[config.mk]
export PLATFORM = sky130hd
export DESIGN_NAME = trig_pattern_gen
export DESIGN_NICKNAME = d
export VERILOG_FILES = /design/src/rtl/trig_pattern_gen.sv
export SDC_FILE = /design/constraint.sdc
export NUM_CORES = 1
export LEC_CHECK = 0
export BUFFER_PORTS_ARGS = -buffer_cell sky130_fd_sc_hd__buf_2
export CORE_ASPECT_RATIO = 2
export CORE_MARGIN = 4
export CORE_UTILIZATION = 39
export CTS_CLUSTER_DIAMETER = 50
export DETAILED_ROUTE_END_ITERATION = 8
export PLACE_DENSITY = 0.65
export SLEW_MARGIN = 20
export SYNTH_ARGS = -nofsm -noshare
export SYNTH_HDL_FRONTEND = slang
export SYNTH_SLANG_ARGS = --single-unit
[constraint.sdc]
create_clock -name clk -period 4.8 [get_ports clk]
set_clock_uncertainty 0.1 [all_clocks]
set_input_delay 0.96 -clock clk [delete_from_list [all_inputs] [get_ports clk]]
set_output_delay 0.96 -clock clk [all_outputs]
set_load 0.01 [all_outputs]
[src/rtl/trig_pattern_gen.sv]
// trig_pattern_gen: A-B-C trigger pulse pattern generator driving three packed two-sample ADC-style streams.
// Optional feature: define TRIG_PATTERN_NOISE_EN to XOR 16-bit LFSR dither into every output sample.
module trig_pattern_gen #(
  parameter int ADC_DATA_WIDTH = 16
) (
  input  logic                          clk,
  input  logic                          resetn,
  input  logic                          gen_enable,
  input  logic                          start,
  input  logic [31:0]                   cfg_delay_ab,
  input  logic [31:0]                   cfg_delay_bc,
  input  logic [15:0]                   cfg_width,
  input  logic [ADC_DATA_WIDTH-1:0]     cfg_amp_a,
  input  logic [ADC_DATA_WIDTH-1:0]     cfg_amp_b,
  input  logic [ADC_DATA_WIDTH-1:0]     cfg_amp_c,
  input  logic [ADC_DATA_WIDTH-1:0]     cfg_baseline,
  output logic [2*ADC_DATA_WIDTH-1:0]   adc_data_a,
  output logic [2*ADC_DATA_WIDTH-1:0]   adc_data_b,
  output logic [2*ADC_DATA_WIDTH-1:0]   adc_data_c,
  output logic                          adc_valid_a,
  output logic                          adc_valid_b,
  output logic                          adc_valid_c,
  output logic                          adc_enable_a,
  output logic                          adc_enable_b,
  output logic                          adc_enable_c,
  output logic                          busy,
  output logic                          done,
  output logic [31:0]                   seq_count
);
  typedef enum logic [2:0] {IDLE, PULSE_A, GAP_AB, PULSE_B, GAP_BC, PULSE_C} state_t;
  state_t state, state_n;
  logic [31:0] cnt, cnt_n;
  logic [31:0] lat_dab, lat_dbc;
  logic [15:0] lat_width;
  logic [ADC_DATA_WIDTH-1:0] lat_amp_a, lat_amp_b, lat_amp_c, lat_base;
  logic idle;
  logic [31:0] eff_dab, eff_dbc;
  logic [15:0] eff_width, w_m1;
  logic [ADC_DATA_WIDTH-1:0] eff_amp_a, eff_amp_b, eff_amp_c;
  logic [ADC_DATA_WIDTH-1:0] base, sa, sb, sc;
  logic [2*ADC_DATA_WIDTH-1:0] noise;
  logic [2*ADC_DATA_WIDTH-1:0] data_a_n, data_b_n, data_c_n;
  logic busy_n, done_n;
  logic [31:0] count_n;
  // Live cfg applies while idle (including the launch edge); latched cfg applies inside a sequence
  always_comb begin
    idle      = (state == IDLE);
    eff_dab   = idle ? cfg_delay_ab : lat_dab;
    eff_dbc   = idle ? cfg_delay_bc : lat_dbc;
    eff_width = idle ? cfg_width    : lat_width;
    eff_amp_a = idle ? cfg_amp_a    : lat_amp_a;
    eff_amp_b = idle ? cfg_amp_b    : lat_amp_b;
    eff_amp_c = idle ? cfg_amp_c    : lat_amp_c;
    w_m1      = (eff_width == 16'd0) ? 16'd0 : eff_width - 16'd1;
  end
  // State register
  always_ff @(posedge clk or negedge resetn)
    if (!resetn) state <= IDLE;
    else state <= state_n;
  // Next state and phase down-counter; counter is loaded with duration-1 on every state change
  always_comb begin
    state_n = state;
    case (state)
      IDLE:    state_n = start ? PULSE_A : IDLE;
      PULSE_A: state_n = (cnt != 32'd0) ? PULSE_A : (eff_dab == 32'd0) ? PULSE_B : GAP_AB;
      GAP_AB:  state_n = (cnt != 32'd0) ? GAP_AB  : PULSE_B;
      PULSE_B: state_n = (cnt != 32'd0) ? PULSE_B : (eff_dbc == 32'd0) ? PULSE_C : GAP_BC;
      GAP_BC:  state_n = (cnt != 32'd0) ? GAP_BC  : PULSE_C;
      PULSE_C: state_n = (cnt != 32'd0) ? PULSE_C : IDLE;
      default: state_n = IDLE;
    endcase
    if (!gen_enable) state_n = IDLE;
    cnt_n = (state_n == IDLE)    ? 32'd0 :
            (state_n == state)   ? cnt - 32'd1 :
            (state_n == GAP_AB)  ? eff_dab - 32'd1 :
            (state_n == GAP_BC)  ? eff_dbc - 32'd1 : {16'd0, w_m1};
  end
  // Counter and sequence configuration snapshot taken on the launch edge
  always_ff @(posedge clk or negedge resetn)
    if (!resetn) begin
      cnt       <= '0;
      lat_dab   <= '0;
      lat_dbc   <= '0;
      lat_width <= '0;
      lat_amp_a <= '0;
      lat_amp_b <= '0;
      lat_amp_c <= '0;
      lat_base  <= '0;
    end else begin
      cnt <= cnt_n;
      if (idle && state_n == PULSE_A) begin
        lat_dab   <= cfg_delay_ab;
        lat_dbc   <= cfg_delay_bc;
        lat_width <= cfg_width;
        lat_amp_a <= cfg_amp_a;
        lat_amp_b <= cfg_amp_b;
        lat_amp_c <= cfg_amp_c;
        lat_base  <= cfg_baseline;
      end
    end
`ifdef TRIG_PATTERN_NOISE_EN
  logic [15:0] lfsr;
  // Dither LFSR advances every clock and restarts from its seed on reset
  always_ff @(posedge clk or negedge resetn)
    if (!resetn) lfsr <= 16'hACE1;
    else lfsr <= {lfsr[14:0], lfsr[15] ^ lfsr[13] ^ lfsr[12] ^ lfsr[10]};
  assign noise = {{(ADC_DATA_WIDTH-2){1'b0}}, lfsr[3:2], {(ADC_DATA_WIDTH-2){1'b0}}, lfsr[1:0]};
`else
  assign noise = '0;
`endif
  // Output values computed from the next state so the registered outputs line up with the state register
  always_comb begin
    base     = (idle || state_n == IDLE) ? cfg_baseline : lat_base;
    sa       = (state_n == PULSE_A) ? eff_amp_a : base;
    sb       = (state_n == PULSE_B) ? eff_amp_b : base;
    sc       = (state_n == PULSE_C) ? eff_amp_c : base;
    data_a_n = {sa, sa} ^ noise;
    data_b_n = {sb, sb} ^ noise;
    data_c_n = {sc, sc} ^ noise;
    busy_n   = (state_n != IDLE);
    done_n   = (state == PULSE_C) && (cnt == 32'd0) && gen_enable;
    count_n  = seq_count + {31'd0, done_n};
  end
  // Registered outputs
  always_ff @(posedge clk or negedge resetn)
    if (!resetn) begin
      adc_data_a   <= '0;
      adc_data_b   <= '0;
      adc_data_c   <= '0;
      adc_valid_a  <= 1'b0;
      adc_valid_b  <= 1'b0;
      adc_valid_c  <= 1'b0;
      adc_enable_a <= 1'b0;
      adc_enable_b <= 1'b0;
      adc_enable_c <= 1'b0;
      busy         <= 1'b0;
      done         <= 1'b0;
      seq_count    <= '0;
    end else begin
      adc_data_a   <= data_a_n;
      adc_data_b   <= data_b_n;
      adc_data_c   <= data_c_n;
      adc_valid_a  <= gen_enable;
      adc_valid_b  <= gen_enable;
      adc_valid_c  <= gen_enable;
      adc_enable_a <= 1'b1;
      adc_enable_b <= 1'b1;
      adc_enable_c <= 1'b1;
      busy         <= busy_n;
      done         <= done_n;
      seq_count    <= count_n;
    end
endmodule

### Word-level counts from Yosys, hierarchy flattened

Index checks and enable logic that the tools add are counted.

* bits in registers: 311
* output and inout bits: 136
* logic and storage cells: 70

* add/subtract/negate cells: 5
* eq/ne operators: 11
* multiplexer cells: 25
* reductions and logical operators: 12

Operators with widths (count)
* 32-bit 2-to-1 mux: 6
* 16-bit 2-to-1 mux: 9
* 32-bit logical NOT: 3
* 32-bit by 1-bit subtractor with 32-bit output (second input constant): 3
* 32-bit by 1-bit adder with 32-bit output: 1
* 32-bit nonzero test: 1
* 3-bit case mux with 6 select lines: 1
* 16-bit logical NOT: 1
* 16-bit by 1-bit subtractor with 16-bit output (second input constant): 1
* 3-bit by 2-bit == test with 1-bit output (second input constant): 4
* 3-bit == test (second input constant): 4
* 3-bit 2-to-1 mux: 3
* 3-bit by 1-bit == test with 1-bit output (second input constant): 2
* 3-bit logical NOT: 2
* 1-bit 2-to-1 mux: 5
* 3-bit == test: 1
* 1-bit logical AND: 3
* 3-bit nonzero test: 1
* 2-bit 2-to-1 mux: 1
* 1-bit logical OR: 1

### Logic depth before layout (Yosys ltp)

* depth in word-level cells: 12
* gate-level depth with buffers: 20
* mapped depth without buffers: 16

### Least setup slack after synthesis

No wires, ideal clock.

* path kind: reg-to-reg
* start point: register state[1]
* end point: register lat_dab[0]
* library setup time: 0.128 ns
* arrival: 4.981 ns
* data required time: 4.572 ns
* slack: -0.409 ns
* stages on the path, launching flop included: 20
* period minus slack after synthesis: 5.209 ns
* cells stage by stage: dfrtp_1 -> buf_2 -> nor3_4 -> buf_2 -> buf_2 -> buf_2 -> buf_2 -> clkbuf_1 -> buf_1 -> mux2i_1 -> ha_1 -> buf_1 -> nand4_1 -> a221oi_1 -> nand4_1 -> nand4_4 -> nand3_4 -> buf_6 -> buf_6 -> mux2_1

* longest elaborated chain between the ends: 9
* elaborated cells on any way between the ends: 18
* classes of those cells: eq/ne: 6; mux: 8; reduce/logical: 4

RTL lines
* start, declared: line 31 `state_t state, state_n;`
* start signal, assigned: line 59 `else state <= state_n;`
* 3-bit logical NOT: line 47, 63
* 32-bit 2-to-1 mux (on tied branches): line 49, 48
* 32-bit logical NOT (on tied branches): line 67, 65
* 1-bit 2-to-1 mux (on tied branches): line 67, 65
* 3-bit 2-to-1 mux / 2-bit 2-to-1 mux (equally long branches): line 67, 65
* 3-bit case mux with 6 select lines: line 63 `case (state)`
* 3-bit 2-to-1 mux: line 72 `if (!gen_enable) state_n = IDLE;`
* 3-bit by 1-bit == test with 1-bit output: line 91 `if (idle && state_n == PULSE_A) begin`
* 1-bit logical AND (*): line 91
* end signal, assigned: line 92 `lat_dab <= cfg_delay_ab;`
* end, declared: line 33 `logic [31:0] lat_dab, lat_dbc;`

Mark *: on every way between the ends. The rest lies on a longest branch, timed or not.
A chain may end at the register's enable or synchronous reset.

### Final worst setup path

* start point: register cnt[0]
* end point: register seq_count[28]

* longest elaborated chain between the ends: 4

RTL lines
* start, declared: line 32 `logic [31:0] cnt, cnt_n;`
* start signal, assigned: line 90 `cnt <= cnt_n;`
* 32-bit logical NOT: line 121 `done_n = (state == PULSE_C) && (cnt == 32'd0) && gen_enable;`
* 1-bit logical AND (2 in a row): line 121
* net done_n: line 43 `logic busy_n, done_n;`
* 32-bit by 1-bit adder with 32-bit output: line 122 `count_n = seq_count + {31'd0, done_n};`
* net count_n[28]: line 44 `logic [31:0] count_n;`
* end signal, assigned: line 151 `seq_count <= count_n;`
* end, declared: line 28 `output logic [31:0] seq_count`

The timed path passes the listed nets, and every way through them passes these cells.

==> metrics.md <==
| Metric | Value |
|---|---|
| Total die area | `0.04355 mm2` |
| Initial Util | `39.52%` |
| Final wirelength | `47.58 mm` |
| Post-DP HPWL | `35.69 mm` |
| PD cells | `501.9 mW/mm2` |
| Cell count after synthesis | `1,502` |
| Share of cells above drive strength 1 | `30.65%` |
| Fillers | `3,754` |
| Placed cell count | `2,214` |
| Pre-antenna DRT Iters | `5` |
| CP Launch Type | `register` |
| Row count | `103` |
| Via count | `12,618` |
| Status | `finished, final reports clean` |
| Hold Fails Final Rpt | `0` |
| Register area | `0.006581 mm2` |
| Worst Path Max Fanout | `5` |
| Pins Over Slew Limit | `0` |
| Via density | `5.563` |
| Worst IR Drop VDD | `449.8 uV` |
| Die Ht | `291.2 um` |
| Fin crit share | `88.95%` |
| Largest net degree at the start of global routing | `124` |
| Leakage | `8.177 nW` |
| Worst Path Arrival | `4610 ps` |
| Switching share of power | `35.10%` |
| Area added between synthesis and finish | `17.13%` |
| Endpoints failing setup | `0` |
| Main combinational cell family by area after synthesis | `multiplexers` |
| Max Cap Viol | `0` |
| Mux contribution to synthesized area | `17.59%` |
| Worst Tran Pin Value | `1068 ps` |
| Final ANT Viol Nets | `0` |
| Yosys reg bits | `263` |
| Period minus WS final | `4270 ps` |
| Synth Area in Adders | `0.4802%` |
| Yosys warning total | `0` |
| Clock power share | `25.5%` |
| First-pass GRT wire length | `72.69 mm` |
| Most frequent cells in the layout | `282 x buf_2, 263 x dfrtp_1, 93 x mux2_2, 90 x nand2_1, 81 x mux2i_1` |
| Fin nets | `1,875` |
| Antenna violations before repair | `4` |
| Share of synthesized flip-flops with an asynchronous set or reset | `100.0%` |
| CTS tree | `yes` |
| Mean Syn Cell Area | `10.41 um2` |
| CTS buffer count | `29` |
| GPL Wtd Cong | `0.9109` |
| Internal Power | `5.966 mW` |
| Clk root buf | `clkbuf_16` |
| Setup repair after global routing missed its margin | `false` |
| Post-Synth XOR/XNOR Area | `7.843%` |
| # hold bufs at CTS | `0` |
| Commonest non-fill, non-tap cell in the layout | `buf_2` |
| CTS max path bufs | `3` |
| Syn Std Cell Area | `0.01563 mm2` |
| Synth Area in Simple Gates | `15.47%` |
| Comb power frac | `35.5%` |
| Synth cell types | `77` |
| Critical Path Sink Type | `register` |
| Starting DRT DRC Count | `525` |
| Post-DR wirelength/cell | `20.98 um` |
| PortBufs | `283` |
| Worst setup margin | `530.4 ps` |
| Post-CTS setup buffer count | `0` |
| Fmax | `234.2 MHz` |
| Worst Path Required | `5140 ps` |
| WHS | `219.1 ps` |
| Complex-gate fraction of the synthesized area | `11.26%` |
| Hold Path Class | `input port to asynchronous set/reset pin` |
| Die width | `149.6 um` |
| Post-synth EDFFs | `0` |
| Place WS | `515.3 ps` |
| Post-CTS sizing | `0` |
| Part of the power in registers | `39.1%` |
| Most used DFF post-synth | `dfrtp_1` |
| Overflow after GRT | `0` |
| Reg clk slew, reported paths | `60 ps` |
| Boundary Pins | `284` |
| Setup CP Type | `register to register` |
| Core area | `0.03956 mm2` |
| Sequential element share of the synthesized area | `42.09%` |
| Multi-input logic area | `0.008264 mm2` |
| TNS Setup | `0 ps` |
| H-tree depth | `1` |
| Final non-filler cell total | `2,268` |
| Clock Sinks | `263` |
| Vias in the first global route | `12,840` |
| Switch Pwr | `3.226 mW` |
| Final routed DRC violation total | `0` |
| Syn nets | `1,656` |
| Clk Latency, worst-skew pair | `550 ps` |
| Total GRT Usage | `21.07%` |
| Slew margin rel. | `28.83%` |
-- critical path, stage by stage, from the launching register on --
cell,delay (ps)
dfrtp_1,390
inv_1,80
ha_1,220
or4b_1,580
nor4_4,390
nand4_1,160
nor2_1,240
ha_1,240
ha_1,220
inv_1,50
nor2_1,190
nand3_1,190
nor3_1,400
and4_1,290
nor2b_1,190
nand2_1,90
xnor2_1,130
-- path summary, 6_finish.rpt --
kind / slack (ps) / cells past startpoint / start / endpoint
hold / removal: 220 / 1 / resetn / busy$_DFF_PN0_
setup reg to reg: 530 / 16 / cnt[0]$_DFF_PN0_ / seq_count[28]$_DFF_PN0_
min in group clk: 380 / 1 / seq_count[31]$_DFF_PN0_ / seq_count[31]$_DFF_PN0_
hold reg to reg: 380 / 1 / seq_count[31]$_DFF_PN0_ / seq_count[31]$_DFF_PN0_
setup / recovery: 530 / 16 / cnt[0]$_DFF_PN0_ / seq_count[28]$_DFF_PN0_
max in group asynchronous: 3270 / 3 / resetn / lat_amp_a[1]$_DFFE_PN0P_
-- cell families after synthesis --
group	after synthesis
AO/OA/AOI/OAI	257
XOR/XNOR	140
adder cells (fa/ha/maj)	6
buffers and inverters	141
flip-flops	263
multiplexers	235
other	1
AND/OR/NAND/NOR	459
-- sequential cells by signal, indices dropped and copies added (netlist names) --
name	count
adc_data_a	16
adc_data_b	16
adc_data_c	16
adc_enable_c	1
adc_valid_c	1
busy	1
cnt	32
done	1
lat_amp_a	16
lat_amp_b	16
lat_amp_c	16
lat_base	16
lat_dab	32
lat_dbc	32
lat_width	16
seq_count	32
state	3
-- Yosys cell counts (34+ instances only) --
master	number	share of area [%]
nand2_1	90	2.2
xnor2_1	72	4.0
mux2_2	93	6.7
nor3_1	75	2.4
mux2_4	54	5.2
nor2_1	78	1.9
and2_1	49	2.0
xor2_1	68	3.8
buf_4	53	2.5
nand3_1	40	1.3
clkbuf_1	34	0.82
mux2i_1	81	5.2
a211oi_1	78	3.7
dfrtp_1	263	42
a21oi_1	75	2.4
-- power groups by stage --
| stage | Combinational [mW] | Sequential (mW) | Clock, mW |
|---|---|---|---|
| floorplan | 2.44 | 3.50 | 0 |
| CTS | 3.28 | 3.58 | 2.40 |
| detailed placement | 3.26 | 3.62 | 0 |
| global route | 3.53 | 3.70 | 2.47 |
| finish | 3.26 | 3.59 | 2.34 |
| global placement | 3.20 | 3.58 | 0 |
-- per-layer routing --
layer  global-route usage (%)  part of all wire [%]  vias to the layer above  wire, um
met3                    2.570                   5.2                      100      2497
met5                        0                 0.027                        -        13
met1                    22.05                    35                     6213     16510
met2                    40.41                    55                      429     26170
met4                    10.39                   5.0                        2      2390
li1                         -                     -                     5874         -
-- through the flow --
| step | cell area (um2) | total power, mW | util [%] |
|---|---|---|---|
| global placement | 17300 | 6.780 | 43.71 |
| CTS | 18280 | 9.259 | 46.19 |
| global route | 18310 | 9.699 | 46.28 |
| detailed placement | 17300 | 6.879 | 43.71 |
| finish | 18310 | 9.191 | 46.29 |
| floorplan | 15660 | 5.937 | - |
-- area by class of cell --
cell class / count / area share (%)
Clock inverter: 12 / 1.011
Tap cell: 525 / 3.587
Sequential cell: 263 / 35.94
Antenna cell: 4 / 0.05466
Clock buffer: 37 / 4.345
Multi-Input combinational cell: 1098 / 45.13
Timing Repair Buffer: 320 / 9.756
Inverter: 9 / 0.1845
Note: power is estimated with default switching activity, not from simulation.
